### src/rtl/gfx_mem_pkg.sv
// rtl/gfx_mem_pkg.sv - shared gfx memory request types and D-cache field widths
package gfx_mem_pkg;

  typedef enum logic [1:0] {
    REQ_LOAD  = 2'd0,
    REQ_STORE = 2'd1
  } req_type_e;

  localparam int DC_ID_W    = 8;
  localparam int ID_REQ_MSB = 7;
  localparam int ID_REQ_LSB = 4;
  localparam int ID_TAG_W   = 4;
  localparam int DC_DATA_W  = 128;
  localparam int DC_STRB_W  = 8;
  localparam int DC_ADDR_W  = 32;

endpackage

### src/rtl/rr_arbiter.sv
// rtl/rr_arbiter.sv - N-way round-robin pick starting at a pointer, with wrap-around
module rr_arbiter #(
  parameter int N = 2
) (
  input  logic [N-1:0] eligible,
  input  logic [3:0]   ptr,
  output logic [N-1:0] grant_oh,
  output logic [3:0]   grant_idx,
  output logic         grant_any
);

  // Scan offsets 0..N-1 from ptr; the first eligible position wins.
  always_comb begin
    logic [4:0] pos;
    grant_oh  = '0;
    grant_idx = '0;
    grant_any = 1'b0;
    pos       = '0;
    for (int k = 0; k < N; k++) begin
      pos = {1'b0, ptr} + 5'(k);
      if (pos >= 5'(N)) pos = pos - 5'(N);
      for (int i = 0; i < N; i++) begin
        if (!grant_any && pos == 5'(i) && eligible[i]) begin
          grant_oh[i] = 1'b1;
          grant_idx   = 4'(i);
          grant_any   = 1'b1;
        end
      end
    end
  end

endmodule

### src/rtl/gfx_dc_port_arb.sv
// rtl/gfx_dc_port_arb.sv - round-robin share of the gfx/tex D-cache port with load tracking
module gfx_dc_port_arb
  import gfx_mem_pkg::*;
#(
  parameter int N_REQ   = 2,
  parameter int MAX_OUT = 4
) (
  input  logic                   clk,
  input  logic                   rst_n,
  input  logic [N_REQ-1:0]       req_valid,
  input  logic [2*N_REQ-1:0]     req_type,
  input  logic [32*N_REQ-1:0]    req_addr,
  input  logic [128*N_REQ-1:0]   req_wdata,
  input  logic [8*N_REQ-1:0]     req_wstrb,
  output logic [N_REQ-1:0]       req_ready,
  output logic [N_REQ-1:0]       resp_valid,
  output logic [DC_DATA_W-1:0]   resp_data,
  output logic                   resp_err,
  output logic                   dc_req_valid,
  output logic [1:0]             dc_req_type,
  output logic [DC_ADDR_W-1:0]   dc_req_addr,
  output logic [DC_DATA_W-1:0]   dc_req_wdata,
  output logic [DC_STRB_W-1:0]   dc_req_wstrb,
  output logic [DC_ID_W-1:0]     dc_req_id,
  input  logic                   dc_req_ready,
  input  logic                   dc_resp_valid,
  input  logic [DC_DATA_W-1:0]   dc_resp_data,
  input  logic [DC_ID_W-1:0]     dc_resp_id,
  input  logic                   dc_resp_err,
  output logic                   orphan_err,
  output logic                   busy
);

  typedef enum logic {ST_IDLE, ST_HOLD} state_e;

  state_e              state, state_nxt;
  logic [3:0]          rr_ptr, hold_idx, hold_nxt, arb_idx, sel_idx;
  logic [N_REQ-1:0]    eligible, arb_oh, hold_oh, sel_oh;
  logic                arb_any, sel_valid, sel_load, handshake, cnt_any;
  logic [1:0]          sel_type;
  logic [31:0]         sel_addr;
  logic [127:0]        sel_wdata;
  logic [7:0]          sel_wstrb;
  logic [ID_TAG_W-1:0] sel_tag;
  logic [3:0]          resp_req;
  logic [ID_TAG_W-1:0] unused_resp_tag;
  logic [3:0]          out_cnt [N_REQ];
  logic [ID_TAG_W-1:0] tag     [N_REQ];

  // Eligibility: stores always, loads only below the outstanding limit; decode held index.
  always_comb begin
    eligible = '0;
    hold_oh  = '0;
    cnt_any  = 1'b0;
    for (int i = 0; i < N_REQ; i++) begin
      eligible[i] = req_valid[i] &&
                    (req_type[2*i +: 2] != 2'(REQ_LOAD) || out_cnt[i] < 4'(MAX_OUT));
      hold_oh[i]  = (hold_idx == 4'(i));
      cnt_any     = cnt_any || (out_cnt[i] != 4'd0);
    end
  end

  rr_arbiter #(.N(N_REQ)) u_arb (
    .eligible  (eligible),
    .ptr       (rr_ptr),
    .grant_oh  (arb_oh),
    .grant_idx (arb_idx),
    .grant_any (arb_any)
  );

  // Select the granted lane: fresh arbitration in IDLE, the locked lane in HOLD.
  always_comb begin
    sel_oh    = (state == ST_HOLD) ? hold_oh : arb_oh;
    sel_idx   = (state == ST_HOLD) ? hold_idx : arb_idx;
    sel_valid = (state == ST_HOLD) ? |(hold_oh & req_valid) : arb_any;
    sel_type  = '0;
    sel_addr  = '0;
    sel_wdata = '0;
    sel_wstrb = '0;
    sel_tag   = '0;
    for (int i = 0; i < N_REQ; i++) begin
      if (sel_oh[i]) begin
        sel_type  = req_type[2*i +: 2];
        sel_addr  = req_addr[32*i +: 32];
        sel_wdata = req_wdata[128*i +: 128];
        sel_wstrb = req_wstrb[8*i +: 8];
        sel_tag   = tag[i];
      end
    end
    sel_load = (sel_type == 2'(REQ_LOAD));
  end

  // Drive the cache port; everything is forced quiet while reset is asserted.
  always_comb begin
    dc_req_valid = sel_valid && rst_n;
    dc_req_type  = dc_req_valid ? sel_type  : '0;
    dc_req_addr  = dc_req_valid ? sel_addr  : '0;
    dc_req_wdata = dc_req_valid ? sel_wdata : '0;
    dc_req_wstrb = dc_req_valid ? sel_wstrb : '0;
    dc_req_id    = dc_req_valid ? {sel_idx, sel_tag} : '0;
    handshake    = dc_req_valid && dc_req_ready;
    req_ready    = handshake ? sel_oh : '0;
  end

  // Route a load response to the requester named in its ID if it has a load in flight.
  always_comb begin
    resp_req        = dc_resp_id[ID_REQ_MSB:ID_REQ_LSB];
    unused_resp_tag = dc_resp_id[ID_TAG_W-1:0];
    resp_valid      = '0;
    for (int i = 0; i < N_REQ; i++) begin
      resp_valid[i] = rst_n && dc_resp_valid && resp_req == 4'(i) && out_cnt[i] != 4'd0;
    end
    resp_data = rst_n ? dc_resp_data : '0;
    resp_err  = rst_n && dc_resp_err;
    busy      = (state == ST_HOLD) || cnt_any;
  end

  // FSM state register and held grant index.
  always_ff @(posedge clk or negedge rst_n) begin
    if (!rst_n) begin
      state    <= ST_IDLE;
      hold_idx <= '0;
    end else begin
      state    <= state_nxt;
      hold_idx <= hold_nxt;
    end
  end

  // Lock the winner when the cache stalls; release on the handshake.
  always_comb begin
    state_nxt = state;
    hold_nxt  = hold_idx;
    case (state)
      ST_IDLE: begin
        if (dc_req_valid && !dc_req_ready) begin
          state_nxt = ST_HOLD;
          hold_nxt  = arb_idx;
        end
      end
      ST_HOLD: begin
        if (handshake) state_nxt = ST_IDLE;
      end
      default: state_nxt = ST_IDLE;
    endcase
  end

  // Round-robin pointer, per-requester tags, outstanding-load counts and sticky orphan flag.
  always_ff @(posedge clk or negedge rst_n) begin
    if (!rst_n) begin
      rr_ptr     <= '0;
      orphan_err <= 1'b0;
      for (int i = 0; i < N_REQ; i++) begin
        out_cnt[i] <= '0;
        tag[i]     <= '0;
      end
    end else begin
      if (handshake) rr_ptr <= (sel_idx == 4'(N_REQ - 1)) ? 4'd0 : sel_idx + 4'd1;
      for (int i = 0; i < N_REQ; i++) begin
        if (req_ready[i]) tag[i] <= tag[i] + 1'b1;
        case ({req_ready[i] && sel_load, resp_valid[i]})
          2'b10:   out_cnt[i] <= out_cnt[i] + 4'd1;
          2'b01:   out_cnt[i] <= out_cnt[i] - 4'd1;
          default: out_cnt[i] <= out_cnt[i];
        endcase
      end
      if (dc_resp_valid && !(|resp_valid)) orphan_err <= 1'b1;
    end
  end

endmodule

### config.mk
export PLATFORM = sky130hd
export DESIGN_NAME = gfx_dc_port_arb
export DESIGN_NICKNAME = d
export VERILOG_FILES = /design/src/rtl/gfx_mem_pkg.sv /design/src/rtl/rr_arbiter.sv /design/src/rtl/gfx_dc_port_arb.sv
export SDC_FILE = /design/constraint.sdc
export NUM_CORES = 1
export LEC_CHECK = 0
export ABC_AREA = 1
export CAP_MARGIN = 5
export CORE_AREA = 2 2 308 310
export CTS_BUF_LIST = sky130_fd_sc_hd__clkbuf_8
export DETAILED_ROUTE_END_ITERATION = 16
export DIE_AREA = 0 0 310 312
export GPL_ROUTABILITY_DRIVEN = 0
export PLACE_DENSITY = 0.34
export SLEW_MARGIN = 20
export SYNTH_ARGS = -nofsm -noshare
export SYNTH_HDL_FRONTEND = slang
export SYNTH_SLANG_ARGS = --single-unit
### constraint.sdc
create_clock -name clk -period 6.6 [get_ports clk]
set_input_delay 0.66 -clock clk [delete_from_list [all_inputs] [get_ports clk]]
set_output_delay 0.66 -clock clk [all_outputs]
set_load 0.03 [all_outputs]
==> results of run 1 <==
## stage by stage
stage | hold WS, ns | total power, uW
after floorplan | 0.364 | 1840
after global placement | 0.464 | 3110
after detailed placement | 0.463 | 3120
after CTS | 0.318 | 3270
after global routing | 0.342 | 3440
final | 0.342 | 3200
## metal layers
metal	vias to the layer above	GRT usage, %
li1	4537	-
met1	4295	10.8
met2	491	22.0
met3	66	4.59
met4	32	3.04
met5	-	0
## state kept, by name (all words and copies together), names as in the netlist
name	cells
orphan_err	1
out_cnt	8
tag	8
state	1
hold_idx	1
rr_ptr	1
## worst reg2reg max path, cell delays in order, from the launching register on
cell,delay (ns)
dfrtp_1,0.41
inv_2,0.06
nand2_1,0.11
nand2_2,0.07
nand2_1,0.08
nor2_1,0.04
nand2_1,0.16
nand2_8,0.39
buf_4,0.43
nand2_1,0.11
nand2_1,0.06
nor2_1,0.24
nand2_1,0.13
ha_1,0.24
nand2_1,0.09
inv_1,0.04
nor2_1,0.19
ha_1,0.20
a21oi_1,0.05
a21oi_1,0.14
o21ai_0,0.10
o21a_1,0.11
## power by group
part	switching, uW	internal [uW]
Combinational	1800	1040
Clock	54.7	81.5
Sequential	57.7	175
## how the worst max path moves through the flow
stage,startpoint,end,slack [ns],depth (start not counted)
finish,req_type[1],dc_req_wdata[83],1.99,11
global placement,req_type[1],dc_req_wdata[25],2.00,11
CTS,req_type[1],dc_req_wstrb[7],1.95,10
detailed placement,req_type[1],dc_req_wstrb[7],1.96,10
global route,req_type[1],dc_req_wstrb[7],1.71,10
floorplan,req_type[1],out_cnt[2]$_DFFE_PN0P_,3.71,16
## cells in the mapped netlist (2+ instances only)
| library cell | number | share of area [%] |
|---|---|---|
| nand2_1 | 521 | 39 |
| a21oi_1 | 166 | 17 |
| inv_1 | 152 | 11 |
| buf_4 | 23 | 3.5 |
| buf_6 | 20 | 4.5 |
| dfrtp_1 | 20 | 10 |
| nor2_1 | 17 | 1.3 |
| buf_2 | 16 | 1.6 |
| clkbuf_1 | 14 | 1.1 |
| nand3_1 | 13 | 1.3 |
| a21oi_2 | 10 | 1.8 |
| o21ai_0 | 10 | 1.0 |
| ha_1 | 8 | 2.0 |
| xnor2_1 | 6 | 1.1 |
| nand4_1 | 5 | 0.63 |
| xor2_1 | 5 | 0.88 |
| nand2_2 | 4 | 0.50 |
| inv_2 | 2 | 0.15 |
| o21ai_1 | 2 | 0.20 |
## layout make-up
type / instances / area [sq um]
antenna: 4 / 10.0
clock buffer: 3 / 41.3
clock inverter: 1 / 30.0
fill: 10860 / 78900
inverter: 154 / 578
multi-input combinational: 776 / 3410
sequential: 20 / 500
tap: 1254 / 1570
timing repair buffer: 800 / 8020
## kinds of logic after synthesis
logic type	share of synthesized area, %
AOI/OAI and AO/OA	20.6
xor gates and xnor gates	1.93
adders and majority gates	2.01
buffers and inverters	22.3
DFF	10.0
other	0.0752
and+or+nand+nor	43.1
==> impl_metrics.py, run 1 <==
metrics = {
    "status": {
        "outcome": "complete, no violations",
    },
    "critical_path": {
        "crit_buf_inv": 3,
        "rr_startpoint": "out_cnt[6]$_DFFE_PN0P_",
        "required_ns": 5.94,
        "path_max_fanout": 98,
        "r2r_end": "out_cnt[6]$_DFFE_PN0P_",
        "crit_slowest_cell": "clkdlybuf4s50_1",
        "worstPathArrival_ns": 3.95,
        "r2r_slack_ns": 3.03,
        "crit_chain": "clkdlybuf4s50_1 > nor2_1 > nand2_2 > nand2_1 > nor2_1 > nand2_1 > nand2_8 > buf_4 > nand2_1 > a21oi_1 > clkdlybuf4s50_1",
        "slowest_delay_ns": 0.77,
        "cp-end-kind": "output pin",
        "worst-setup-path-type": "in2out",
        "cp-start-kind": "input pin",
        "critPathTopFamily": "buffers and inverters",
        "cpMostUsedCell": "nand2_1",
        "r2r_cells": 21,
    },
    "yosys": {
        "syn_inst": 1022,
        "synth-edff-count": 0,
        "ys.flop_type": "dfrtp_1",
        "avgSynthCellArea_sq_um": 4.88,
        "syn_area_sq_um": 4990,
        "ys_types": 27,
        "ys_ff_latch": 20,
        "ys_seq_area_share_pct": 10.0,
        "async_reset_ff_share_pct": 100,
        "yosysWarningCount": 0,
    },
    "power_and_ir_drop": {
        "leakage_uw": 0.00584,
        "peakVddDrop_v": 0.000157,
        "power.density_nw_per_um2": 226,
    },
    "run": {
        "max_cap_viol_count": 0,
    },
    "place": {
        "numPortBuffers": 789,
        "post-place-ws_ns": 1.96,
        "placed_cells": 3004,
        "hpwl_mm": 53.0,
        "dpl_cell_area_sq_um": 14100,
    },
    "finish": {
        "drive_gt1_share_pct": 2.05,
        "area_growth_pct": 184,
        "instances_no_fill": 3012,
        "final_util_pct": 15.2,
        "final_cell_mix": "clkdlybuf4s50_1, nand2_1, a21oi_1, inv_1, dfrtp_1",
        "layout_commonest_cell": "clkdlybuf4s50_1",
        "design_area_sq_um": 14200,
        "final_nets": 2246,
    },
    "sta": {
        "period_share_pct": 69.9,
        "finalHoldViolCount": 0,
        "max_slew.worst_pin.slew_ns": 0.999,
        "finalClockSkew_ns": 0.0128,
        "rsz0062_at_grt": "false",
        "setup_viol": 0,
        "maxSlewViolCount": 0,
        "min_period_ns": 4.61,
        "fin_setup_tns_ns": 0,
        "fmax_mhz": 217,
        "layout_setup_ws_ns": 1.99,
        "relSlewSlack_pct": 33.4,
    },
    "cts": {
        "clock-root-buffer": "clkbuf_8",
        "max-clock-path-buffers": 2,
        "clk_latency_ns": 0.29,
        "post_cts_buffers": 0,
        "holdBufCountCts": 0,
        "cts_made_buffers": 3,
        "htreeDepth": 1,
        "clkTransAtPathRegs_ns": 0.10,
        "cts_num_sinks": 20,
        "cts_tree": "done",
        "post_cts_resized": 0,
    },
    "drt": {
        "drtPass1Iterations": 5,
        "met2WireLength_mm": 31.1,
        "drtAntennaViolNets": 0,
        "drtIter0Drc": 429,
        "drc": 0,
        "vias": 9421,
        "wl_per_cell_microns": 19.6,
        "vias_per_cell": 3.13,
        "wl_mm": 59.1,
        "met1Wirelength_mm": 19.8,
        "wl_met3_mm": 6.10,
        "highest_layer": "met5",
    },
    "global_routing": {
        "grt_pass1_wl_mm": 76.5,
        "grt_max_degree": 99,
        "grt_pass1_vias": 9760,
        "gr-total-overflow": 0,
        "grt_usage_pct": 11.3,
        "antenna_found_initial": 22,
    },
    "floorplanning": {
        "core_sq_um": 93000,
        "start_util_pct": 5.36,
        "dieArea_sq_um": 96700,
        "placement_rows": 112,
        "die_width_microns": 310,
        "ios": 797,
        "die_h_microns": 312,
    },
    "worst_hold_path": {
        "hold_class": "in2async",
    },
}
(Power assumes the default switching activity.)
==> run 2: changes to the inputs <==
--- a/config.mk
+++ b/config.mk
@@ -12,7 +12,7 @@
 export DETAILED_ROUTE_END_ITERATION = 16
 export DIE_AREA = 0 0 310 312
 export GPL_ROUTABILITY_DRIVEN = 0
-export PLACE_DENSITY = 0.34
+export PLACE_DENSITY = 0.35
 export SLEW_MARGIN = 20
 export SYNTH_ARGS = -nofsm -noshare
 export SYNTH_HDL_FRONTEND = slang
==> constraint.sdc (replaced) <==
create_clock -name clk -period 3.7 [get_ports clk]
set_input_delay 0.37 -clock clk [delete_from_list [all_inputs] [get_ports clk]]
set_output_delay 0.37 -clock clk [all_outputs]
set_load 0.03 [all_outputs]
==> impl_metrics.py, run 2 (same netlist as run 1, synthesis figures left out) <==
metrics = {
    "finish": {
        "fillerInstances": 10805,
        "layout_commonest_cell": "clkdlybuf4s50_1",
        "seqCellArea_sq_um": 500,
        "area_growth_pct": 194,
        "multi_input_area_sq_um": 3410,
        "design_area_sq_um": 14700,
        "reg_top3": "out_cnt x8, tag x8",
        "final_util_pct": 15.8,
        "drive_gt1_share_pct": 5.08,
        "final_nets": 2282,
        "final_cell_mix": "clkdlybuf4s50_1, nand2_1, a21oi_1, inv_1, buf_4",
    },
    "global_routing": {
        "grt_max_degree": 138,
        "gr-total-overflow": 0,
        "grt_pass1_vias": 9253,
        "antenna_found_initial": 44,
        "grt_usage_pct": 10.6,
        "grt_pass1_wl_mm": 72.4,
    },
    "place": {
        "dpl_cell_area_sq_um": 14600,
        "hpwl_mm": 49.8,
        "numPortBuffers": 789,
        "post-place-ws_ns": 0.207,
    },
    "sta": {
        "finalHoldViolCount": 0,
        "rsz0062_at_grt": "false",
        "min_period_ns": 3.42,
        "period_share_pct": 92.5,
        "layout_setup_ws_ns": 0.277,
        "fmax_mhz": 292,
        "max_slew.worst_pin.slew_ns": 0.732,
        "holdWs_ns": 0.0610,
        "maxSlewViolCount": 0,
        "finalClockSkew_ns": 0.00683,
        "relSlewSlack_pct": 51.0,
        "setup_viol": 0,
        "fin_setup_tns_ns": 0,
    },
    "drt": {
        "drtPass1Iterations": 5,
        "drc": 0,
        "vias_per_cell": 3.01,
        "wl_per_cell_microns": 18.2,
        "wl_mm": 55.6,
        "drtAntennaViolNets": 0,
        "vias": 9192,
        "drtIter0Drc": 425,
    },
    "floorplanning": {
        "placement_rows": 112,
        "die_h_microns": 312,
        "ios": 797,
        "dieArea_sq_um": 96700,
        "core_sq_um": 93000,
        "die_width_microns": 310,
        "start_util_pct": 5.36,
    },
    "critical_path": {
        "worstPathArrival_ns": 3.05,
        "worst-setup-path-type": "in2out",
        "path_max_fanout": 23,
        "crit_buf_inv": 4,
        "critPathTopFamily": "buffers and inverters",
        "crit_chain": "clkdlybuf4s50_1 > nor2_1 > nand2_2 > nand2_1 > nor2_1 > nand2_1 > nand2_8 > buf_12 > buf_4 > nand2_1 > a21oi_1 > clkdlybuf4s50_1",
        "slowest_delay_ns": 0.70,
        "cp-start-kind": "input pin",
        "crit_path_start": "req_type[1]",
        "cp-end-kind": "output pin",
        "crit_slowest_cell": "clkdlybuf4s50_1",
        "rr_startpoint": "state$_DFFE_PN0P_",
        "cpMostUsedCell": "nand2_1",
        "required_ns": 3.33,
    },
    "cts": {
        "clock-root-buffer": "clkbuf_8",
        "holdBufCountCts": 0,
        "max-clock-path-buffers": 2,
        "htreeDepth": 1,
        "cts_num_sinks": 20,
        "clkTransAtPathRegs_ns": 0.09,
        "post_cts_resized": 0,
        "clk_latency_ns": 0.28,
        "cts_made_buffers": 3,
        "cts_tree": "done",
        "post_cts_buffers": 0,
    },
    "power_and_ir_drop": {
        "leakage_uw": 0.00614,
        "peakVddDrop_v": 0.000147,
        "power.density_nw_per_um2": 415,
    },
    "run": {
        "max_cap_viol_count": 0,
    },
    "worst_hold_path": {
        "hold_class": "in2async",
    },
    "status": {
        "outcome": "complete, no violations",
    },
}
## run 2: cell types whose count changed in the layout (fill, tap and decap cells not counted)
| cell | previous run | this run |
|---|---|---|
| buf_4 | 8 | 39 |
| clkdlybuf4s50_1 | 788 | 769 |
| diode_2 | 4 | 6 |
| buf_12 | 3 | 28 |
| buf_6 | 1 | 0 |
## run 2: worst register-to-register path, delay by kind of cell (launching register included)
| kind | cells | cell delay (ns) |
|---|---|---|
| AND/OR/NAND/NOR | 7 | 1.16 |
| AO/OA/AOI/OAI | 5 | 0.49 |
| flip-flops | 1 | 0.45 |
| adder cells (fa/ha/maj) | 2 | 0.42 |
| buffers and inverters | 3 | 0.32 |
## run 2: layout make-up
type | count | share of cell area, %
sequential | 20 | 3.41
multi-input combinational | 776 | 23.2
inverter | 154 | 3.93
timing repair buffer | 836 | 58.2
clock inverter | 1 | 0.204
clock buffer | 3 | 0.281
tap | 1254 | 10.7
antenna | 6 | 0.102
## run 2: metrics by stage
step,std cells,total power [uW]
3_3_place_gp,3040,6040
6_report,3050,6100
5_1_grt,3045,6610
3_5_place_dp,3040,5990
2_1_floorplan,1024,3290
4_1_cts,3044,6260
## run 2: final timing paths
kind | endpoint | slack, ns | cells after the start
worst min-delay path | out_cnt[7]$_DFFE_PN0P_ | 0.06 | 2
worst max-delay path | dc_req_wdata[105] | 0.28 | 12
worst min register to register | orphan_err$_DFFE_PN0P_ | 0.49 | 1
min in group clk | orphan_err$_DFFE_PN0P_ | 0.49 | 1
worst max register to register | out_cnt[6]$_DFFE_PN0P_ | 0.77 | 17
max in group asynchronous | tag[0]$_DFFE_PN0P_ | 3.04 | 2
## run 2: power breakdown
group          total [uW]  internal [uW]  switching, uW
combinational        5450           2260           3190
sequential            412            313           99.7
clock                 235            145           90.2
total                6100           2720           3380
## run 2: layer usage
| metal | wire (microns) | vias up | GRT usage [%] |
|---|---|---|---|
| li1 | - | 4608 | - |
| met1 | 19700 | 3996 | 10.7 |
| met2 | 29500 | 446 | 21.0 |
| met3 | 5840 | 80 | 4.52 |
| met4 | 192 | 62 | 0.340 |
| met5 | 371 | - | 0 |
